## src/rtl/booth_mult_seq.sv

```systemverilog
// Sequential signed Booth multiplier (radix-2 or radix-4 per operation).
// Controller and datapath share one register set; product is held until the next completion.
module booth_mult_seq #(
    parameter int WIDTH = 8,
    parameter int CNT_W = $clog2(WIDTH) + 1
) (
    input  logic                 clk_i,
    input  logic                 reset_ni,
    input  logic                 start_i,
    input  logic                 mode_i,
    input  logic                 abort_i,
    input  logic [WIDTH-1:0]     multiplicand_i,
    input  logic [WIDTH-1:0]     multiplier_i,
    output logic                 ready_o,
    output logic                 busy_o,
    output logic                 done_o,
    output logic [2*WIDTH-1:0]   product_o
);

    localparam int AW = WIDTH + 2;
    localparam int SW = AW + WIDTH + 1;
    localparam logic [CNT_W-1:0] N_R2  = CNT_W'(WIDTH);
    localparam logic [CNT_W-1:0] N_R4  = CNT_W'(WIDTH / 2);
    localparam logic [CNT_W-1:0] CNT_1 = CNT_W'(1);

    typedef enum logic [1:0] {
        ST_IDLE = 2'd0,
        ST_CALC = 2'd1,
        ST_DONE = 2'd2
    } state_t;

    state_t               state_r;
    logic [WIDTH-1:0]     m_r;
    logic [AW-1:0]        a_r;
    logic [WIDTH-1:0]     q_r;
    logic                 qm1_r;
    logic                 mode_r;
    logic [CNT_W-1:0]     count_r;
    logic [2*WIDTH-1:0]   product_r;
    logic                 ready_r;
    logic                 busy_r;
    logic                 done_r;

    logic [AW-1:0]        m_ext_s;
    logic [AW-1:0]        addend_s;
    logic [AW-1:0]        sum_s;
    logic [SW-1:0]        shift_in_s;
    logic [SW-1:0]        shifted_s;
    logic [AW-1:0]        a_next_s;
    logic [WIDTH-1:0]     q_next_s;
    logic                 qm1_next_s;

    // Booth recoding: bits = {Q[1], Q[0], Q-1}; radix-2 only looks at the low pair.
    function automatic logic [AW-1:0] booth_addend(
        input logic          mode,
        input logic [2:0]    bits,
        input logic [AW-1:0] m_ext
    );
        logic [AW-1:0] m2;
        m2 = m_ext << 1;
        booth_addend = {AW{1'b0}};
        if (!mode) begin
            case (bits[1:0])
                2'b01:   booth_addend = m_ext;
                2'b10:   booth_addend = -m_ext;
                default: booth_addend = {AW{1'b0}};
            endcase
        end else begin
            case (bits)
                3'b001, 3'b010: booth_addend = m_ext;
                3'b011:         booth_addend = m2;
                3'b100:         booth_addend = -m2;
                3'b101, 3'b110: booth_addend = -m_ext;
                default:        booth_addend = {AW{1'b0}};
            endcase
        end
    endfunction

    assign m_ext_s    = {{2{m_r[WIDTH-1]}}, m_r};
    assign addend_s   = booth_addend(mode_r, {q_r[1:0], qm1_r}, m_ext_s);
    assign sum_s      = a_r + addend_s;
    assign shift_in_s = {sum_s, q_r, qm1_r};

    // Arithmetic right shift of {A,Q,Q-1} by one or two places, replicating A's MSB.
    always_comb begin
        shifted_s = {SW{1'b0}};
        if (mode_r) begin
            shifted_s = {{2{sum_s[AW-1]}}, shift_in_s[SW-1:2]};
        end else begin
            shifted_s = {sum_s[AW-1], shift_in_s[SW-1:1]};
        end
    end

    assign a_next_s   = shifted_s[SW-1 -: AW];
    assign q_next_s   = shifted_s[WIDTH:1];
    assign qm1_next_s = shifted_s[0];

    // Controller and datapath registers, outputs registered alongside the state.
    always_ff @(posedge clk_i or negedge reset_ni) begin
        if (!reset_ni) begin
            state_r   <= ST_IDLE;
            m_r       <= {WIDTH{1'b0}};
            a_r       <= {AW{1'b0}};
            q_r       <= {WIDTH{1'b0}};
            qm1_r     <= 1'b0;
            mode_r    <= 1'b0;
            count_r   <= {CNT_W{1'b0}};
            product_r <= {(2*WIDTH){1'b0}};
            ready_r   <= 1'b1;
            busy_r    <= 1'b0;
            done_r    <= 1'b0;
        end else begin
            case (state_r)
                ST_IDLE: begin
                    done_r <= 1'b0;
                    if (start_i) begin
                        m_r     <= multiplicand_i;
                        a_r     <= {AW{1'b0}};
                        q_r     <= multiplier_i;
                        qm1_r   <= 1'b0;
                        mode_r  <= mode_i;
                        count_r <= mode_i ? N_R4 : N_R2;
                        state_r <= ST_CALC;
                        ready_r <= 1'b0;
                        busy_r  <= 1'b1;
                    end else begin
                        state_r <= ST_IDLE;
                        ready_r <= 1'b1;
                        busy_r  <= 1'b0;
                    end
                end
                ST_CALC: begin
                    if (abort_i) begin
                        // Cancel leaves product_r untouched and raises no done.
                        state_r <= ST_IDLE;
                        ready_r <= 1'b1;
                        busy_r  <= 1'b0;
                        done_r  <= 1'b0;
                    end else begin
                        a_r     <= a_next_s;
                        q_r     <= q_next_s;
                        qm1_r   <= qm1_next_s;
                        count_r <= count_r - CNT_1;
                        if (count_r == CNT_1) begin
                            product_r <= {a_next_s[WIDTH-1:0], q_next_s};
                            state_r   <= ST_DONE;
                            busy_r    <= 1'b0;
                            done_r    <= 1'b1;
                        end else begin
                            state_r <= ST_CALC;
                            busy_r  <= 1'b1;
                            done_r  <= 1'b0;
                        end
                    end
                end
                ST_DONE: begin
                    state_r <= ST_IDLE;
                    ready_r <= 1'b1;
                    busy_r  <= 1'b0;
                    done_r  <= 1'b0;
                end
                default: begin
                    state_r <= ST_IDLE;
                    ready_r <= 1'b1;
                    busy_r  <= 1'b0;
                    done_r  <= 1'b0;
                end
            endcase
        end
    end

    assign ready_o   = ready_r;
    assign busy_o    = busy_r;
    assign done_o    = done_r;
    assign product_o = product_r;

endmodule

```

## config.mk

```make
export PLATFORM = sky130hd
export DESIGN_NAME = booth_mult_seq
export DESIGN_NICKNAME = d
export VERILOG_FILES = /design/src/rtl/booth_mult_seq.sv
export SDC_FILE = /design/constraint.sdc
export NUM_CORES = 1
export LEC_CHECK = 0
export CAP_MARGIN = 20
export CORE_ASPECT_RATIO = 0.75
export CORE_MARGIN = 4
export CORE_UTILIZATION = 45
export CTS_CLUSTER_DIAMETER = 150
export DETAILED_ROUTE_END_ITERATION = 10
export GPL_TIMING_DRIVEN = 1
export PLACE_DENSITY = 0.71
export SKIP_CTS_REPAIR_TIMING = 1
export SLEW_MARGIN = 0
export SYNTH_ARGS = -nofsm -noshare
export SYNTH_HDL_FRONTEND = slang
export SYNTH_SLANG_ARGS = --single-unit
```

## constraint.sdc

```tcl
create_clock -name clk_i -period 4.3 [get_ports clk_i]
set_input_delay 1.075 -clock clk_i [delete_from_list [all_inputs] [get_ports clk_i]]
set_output_delay 1.075 -clock clk_i [all_outputs]
set_load 0.05 [all_outputs]
```

Yosys cells after proc, flatten, opt, wreduce, memory -nomap -nowiden
Cells that the tools add are included.

word-level totals
  register bits after elaboration = 53
  latch bits = 0
  bits in writable memories = 0
  bits in read-only memories = 0
  bits of input ports = 21
  output and inout port bits = 19
  word-level logic and storage cells = 67
  memories = 0

cells by class
  add/subtract/negate cells = 4
  multipliers = 0
  divide/modulo/power cells = 0
  $lt $le $gt $ge = 0
  equal/unequal tests = 13
  shift operators = 0
  mux-type cells = 31
  bitwise operators = 1
  reduce and logical (&&, ||, !) cells = 7

operators with widths
  kind                 count
  $pmux 10 s2          2
  $pmux 10 s4          1
  $mux 10              3
  $neg 10->10          2
  $mux 17              1
  $mux 8               2
  $pmux 8 s2           1
  $mux 4               3
  $mux 1               11
  $add 10x10->10       1
  $eq 3x3->1 const B   3
  $pmux 4 s2           1
  $eq 3x2->1 const B   2
  $ne 2x2->1 const B   3
  $pmux 1 s2           3
  $reduce_and 3->1     2
  $eq 2x1->1 const B   2
  $eq 4x1->1 const B   1
  $mux 2               2
  $pmux 2 s2           1
  $reduce_or 2->1      2
  $sub 4x1->4 const B  1
  $eq 3x1->1 const B   1
  $eq 2x2->1 const B   1
  4 further kinds      4

Depth between registers and ports, before layout
  word-level depth = 8
  depth in mapped cells = 16
  mapped depth without buffers = 15

Worst setup path after synthesis
OpenSTA, ideal clock, no wires.

  path kind = reg-to-reg
  start point = reg q_r[0]
  end point = reg product_r[14] (netlist: product_o[14])
  library setup time = 0.125 ns
  arrival = 3.294 ns
  data required time = 4.175 ns
  path slack = 0.882 ns
  stages on the path, launching flop included = 17
  buffers on the path = 2
  clock period less this slack = 3.418 ns
  cells stage by stage = dfrtp_1 > inv_1 > ha_1 > clkbuf_1 > or2_2 > clkbuf_1 > nor3_1 > nor2_1 > a21oi_1 > nor2_1 > ha_1 > a21oi_1 > o211ai_1 > o41ai_1 > xnor2_1 > mux2_2 > mux2_2

on the way
  longest elaborated chain between the ends = 6
  elaborated cells on any way between the ends = 15
  those cells by class = 1 x add/sub; 8 x eq/ne; 4 x mux; 2 x reduce/logical

RTL lines
  what                                      RTL line  source
  start, declared                           35        logic [WIDTH-1:0] q_r;
  start signal, assigned                    104       q_r <= {WIDTH{1'b0}};
  start signal, assigned                    119       q_r <= multiplier_i;
  start signal, assigned                    141       q_r <= q_next_s;
  $eq 3x3->1, or another cell as far along  69        case (bits)
  $reduce_or 2->1                           69
  $pmux 10 s4                               69
  $mux 10 (*)                               62        if (!mode) begin
  $add 10x10->10 (*)                        81        assign sum_s = a_r + addend_s;
  $mux 17 (*)                               87        if (mode_r) begin
  end signal, assigned                      108       product_r <= {(2*WIDTH){1'b0}};
  end signal, assigned                      145       product_r <= {a_next_s[WIDTH-1:0], q_next_s};
  end, declared                             39        logic [2*WIDTH-1:0] product_r;

Mark *: on every way between the ends. The rest lies on a longest branch, timed or not.
A chain may end at the register's enable or synchronous reset.

Final worst setup path
  start point = reg m_r[1]
  end point = reg product_r[15] (netlist: product_o[15])

on the way
  longest elaborated chain between the ends = 5
  elaborated cells on any way between the ends = 7
  those cells by class = 3 x add/sub; 4 x mux

RTL lines
  what                                               RTL line    source
  start, declared                                    33          logic [WIDTH-1:0] m_r;
  start signal, assigned                             102         m_r <= {WIDTH{1'b0}};
  start signal, assigned                             117         m_r <= multiplicand_i;
  $neg 10->10 (on tied branches)                     65, 73, 72
  $pmux 10 s4 / $pmux 10 s2 (equally long branches)  69, 63
  $mux 10 (*)                                        62
  $add 10x10->10 (*)                                 81
  $mux 17 (*)                                        87

Marked as above.

==> impl_metrics.env <==
export IMPL_post_route_cell_area_um2=3850
export IMPL_synth_main_ff_cell="dfrtp_1"
export IMPL_track_usage=0.206
export IMPL_post_drt_wl_per_cell_um=15.8
export IMPL_initial_core_util=0.475
export IMPL_p_int_mw=1.47
export IMPL_layout_common_cells="70 x nand2_1, 50 x dfrtp_1, 46 x o21ai_0"
export IMPL_power_leakage_nw=1.68
export IMPL_irDropWorstVdd_v=0.000383
export IMPL_worst_pin_slew_ns=0.727
export IMPL_yosysWarnings=0
export IMPL_fin_worst_skew_ns=0.0114
export IMPL_critical_path_max_fanout=7
export IMPL_cp_start_kind="flop"
export IMPL_seqPwrFrac=0.294
export IMPL_cts_tree="built"
export IMPL_combinationalPowerShare=0.603
export IMPL_setup_viol=0
export IMPL_worst_setup_path_type="reg2reg"
export IMPL_clockBufferDepth=2
export IMPL_reg2reg_from="m_r[1]"
export IMPL_dr_pass1_iters=5
export IMPL_layout_commonest_cell="nand2_1"
export IMPL_switchingPower_mw=1.48
export IMPL_core_um2=6960
export IMPL_numCtsBuffers=5
export IMPL_synth_edff_count=0
export IMPL_vias=2961
export IMPL_yosysUniqueCellTypes=48
export IMPL_hold_path_class="reg2reg"
export IMPL_gr_total_overflow=0
export IMPL_layout_min_cycle_time_ns=3.84
export IMPL_routed_wl_um=8310
export IMPL_root_buffer="clkbuf_8"
export IMPL_synth_top_cell_by_area="dfrtp_1"
export IMPL_core_rowCount=26
export IMPL_grt_pass1_vias=2919
export IMPL_ys_seq_area_frac=0.386
export IMPL_drtAntennaViolNets=0
export IMPL_ys_ff_latch=51
export IMPL_syn_to_final_growth_pct=16.4
export IMPL_fin_setup_tns_ns=0
export IMPL_rsz0062_at_grt="no"
export IMPL_synth_nets=440
export IMPL_layout_nets=465
export IMPL_hold_violations=0
export IMPL_synth_top_area_frac=0.378
export IMPL_diodes=0
export IMPL_cp_required_ns=4.52
export IMPL_p_clk_frac=0.103
export IMPL_grt_max_degree=28
export IMPL_max_freq_mhz=260
export IMPL_portBuffers=39
export IMPL_grt_first_pass_wirelength_um=14500
export IMPL_dpl_instance_area_um2=3750
export IMPL_cp_arrival_ns=4.06
export IMPL_cts_clk_slew_worst_paths_ns=0.11
export IMPL_die_w_um=107
export IMPL_cap_violations=0
export IMPL_routed_via_density=5.63
export IMPL_avgSynthCellArea_um2=8.23
export IMPL_crit_start="m_r[1]"
export IMPL_htreeDepth=2
export IMPL_end_kind="flop"
export IMPL_drtIter0Drc=191
export IMPL_gp_congestion=0.927
export IMPL_fin_crit_sh=0.894
export IMPL_die_y_um=82.2
export IMPL_finalMaxSlewViolations=0
export IMPL_cts_sinks=51
export IMPL_layout_drive_gt1_share=0.0537
export IMPL_slew_headroom=0.515
export IMPL_status="complete, no violations"
export IMPL_drc=0
export IMPL_dieArea_um2=8800
export IMPL_io_pins=40
export IMPL_finalPower_mw=2.96
export IMPL_min_from="product_o[7]"
export IMPL_synthArstFlopShare=1.00
export IMPL_swShare=0.502
export IMPL_synthesis_area_um2=3310
export IMPL_p_per_area_nw_per_um2=768
export IMPL_synthTopCellsByArea="dfrtp_1 38%, nand2_1 7.9%, o21ai_0 7.0%"
export IMPL_clkLatencyLatePin_ns=0.32
export IMPL_netlist_instances=402
export IMPL_antenna_found_initial=0
export IMPL_dpl_hpwl_um=6090
-- flip-flops by register name, summed over array words and instances (netlist names) --
register / count
count_r: 4
product_o: 16
mode_r: 1
ready_o: 1
q_r: 8
state_r: 2
m_r: 8
qm1_r: 1
done_o: 1
a_r: 9
-- cell families (layout without fill, tap and decap cells) --
group | after synthesis | in the layout | synth area share
buffers and inverters | 40 | 66 | 0.0469
multiplexers | 16 | 16 | 0.0492
AND/OR/NAND/NOR | 141 | 141 | 0.186
AO/OA/AOI/OAI | 118 | 118 | 0.215
flip-flops | 51 | 51 | 0.386
XOR/XNOR | 19 | 19 | 0.0503
adder cells (fa/ha/maj) | 17 | 17 | 0.0666
-- power by group through the flow --
stage | Combinational [mW] | Clock [mW] | Sequential (mW)
final | 1.78 | 0.305 | 0.870
after global routing | 1.97 | 0.335 | 0.905
after CTS | 1.77 | 0.311 | 0.867
after detailed placement | 1.76 | 0 | 0.875
after floorplan | 1.18 | 0 | 0.988
after global placement | 1.74 | 0 | 0.869
-- through the flow --
step                      hold slack, ns  std cells  utilization  worst slack, ns
final                              0.485        526        0.553            0.456
after global routing               0.509        526        0.553           0.0859
after CTS                          0.493        526        0.553            0.489
after detailed placement           0.472        518        0.539            0.497
after global placement             0.462        518        0.539            0.628
after floorplan                    0.456        402            -            0.882
-- Yosys cell counts (all sizes together) (3+ instances only) --
master / instances
a211oi: 4
a21o: 3
a21oi: 28
a22o: 3
a22oi: 9
a2bb2oi: 3
buf: 3
clkbuf: 24
dfrtp: 50
ha: 16
inv: 13
mux2i: 14
nand2: 70
nand2b: 3
nand3: 9
nor2: 36
nor3: 8
nor3b: 3
o21ai: 47
o22ai: 4
o31ai: 4
or3: 3
xnor2: 13
xor2: 6
-- layout make-up --
type	instances	area [um2]
Clock buffer	6	82.6
Clock inverter	2	13.8
Fill cell	691	3110
Inverter	13	48.8
Multi-Input combinational cell	311	1870
Sequential cell	51	1280
Tap cell	98	123
Timing Repair Buffer	45	430
-- per-layer routing --
layer	track usage	vias up	wire [um]
li1	-	1451	-
met5	0	-	0
met2	0.302	92	3490
met3	0.0365	9	436
met4	0.0473	0	70
met1	0.314	1409	4310
-- final timing paths --
path / to / slack, ns / depth (start not counted)
worst min register to register: product_o[7] / 0.48 / 2
min in group asynchronous: a_r[0] / 0.75 / 1
worst max register to register: product_o[15] / 0.46 / 15
worst max-delay path: product_o[15] / 0.46 / 15
max in group asynchronous: ready_o / 2.72 / 2
worst min-delay path: product_o[7] / 0.48 / 2
-- critical path: stages (launching register included) --
cell	delay (ns)
dfrtp_1	0.47
inv_1	0.11
ha_1	0.26
or3b_2	0.50
o31ai_1	0.27
xor2_1	0.18
o221ai_1	0.12
a22oi_1	0.21
nor2_1	0.07
ha_1	0.33
a211oi_1	0.22
o211ai_1	0.17
a41oi_1	0.51
nor3_1	0.08
a22oi_1	0.17
nand2_1	0.07
(Power assumes the default switching activity.)
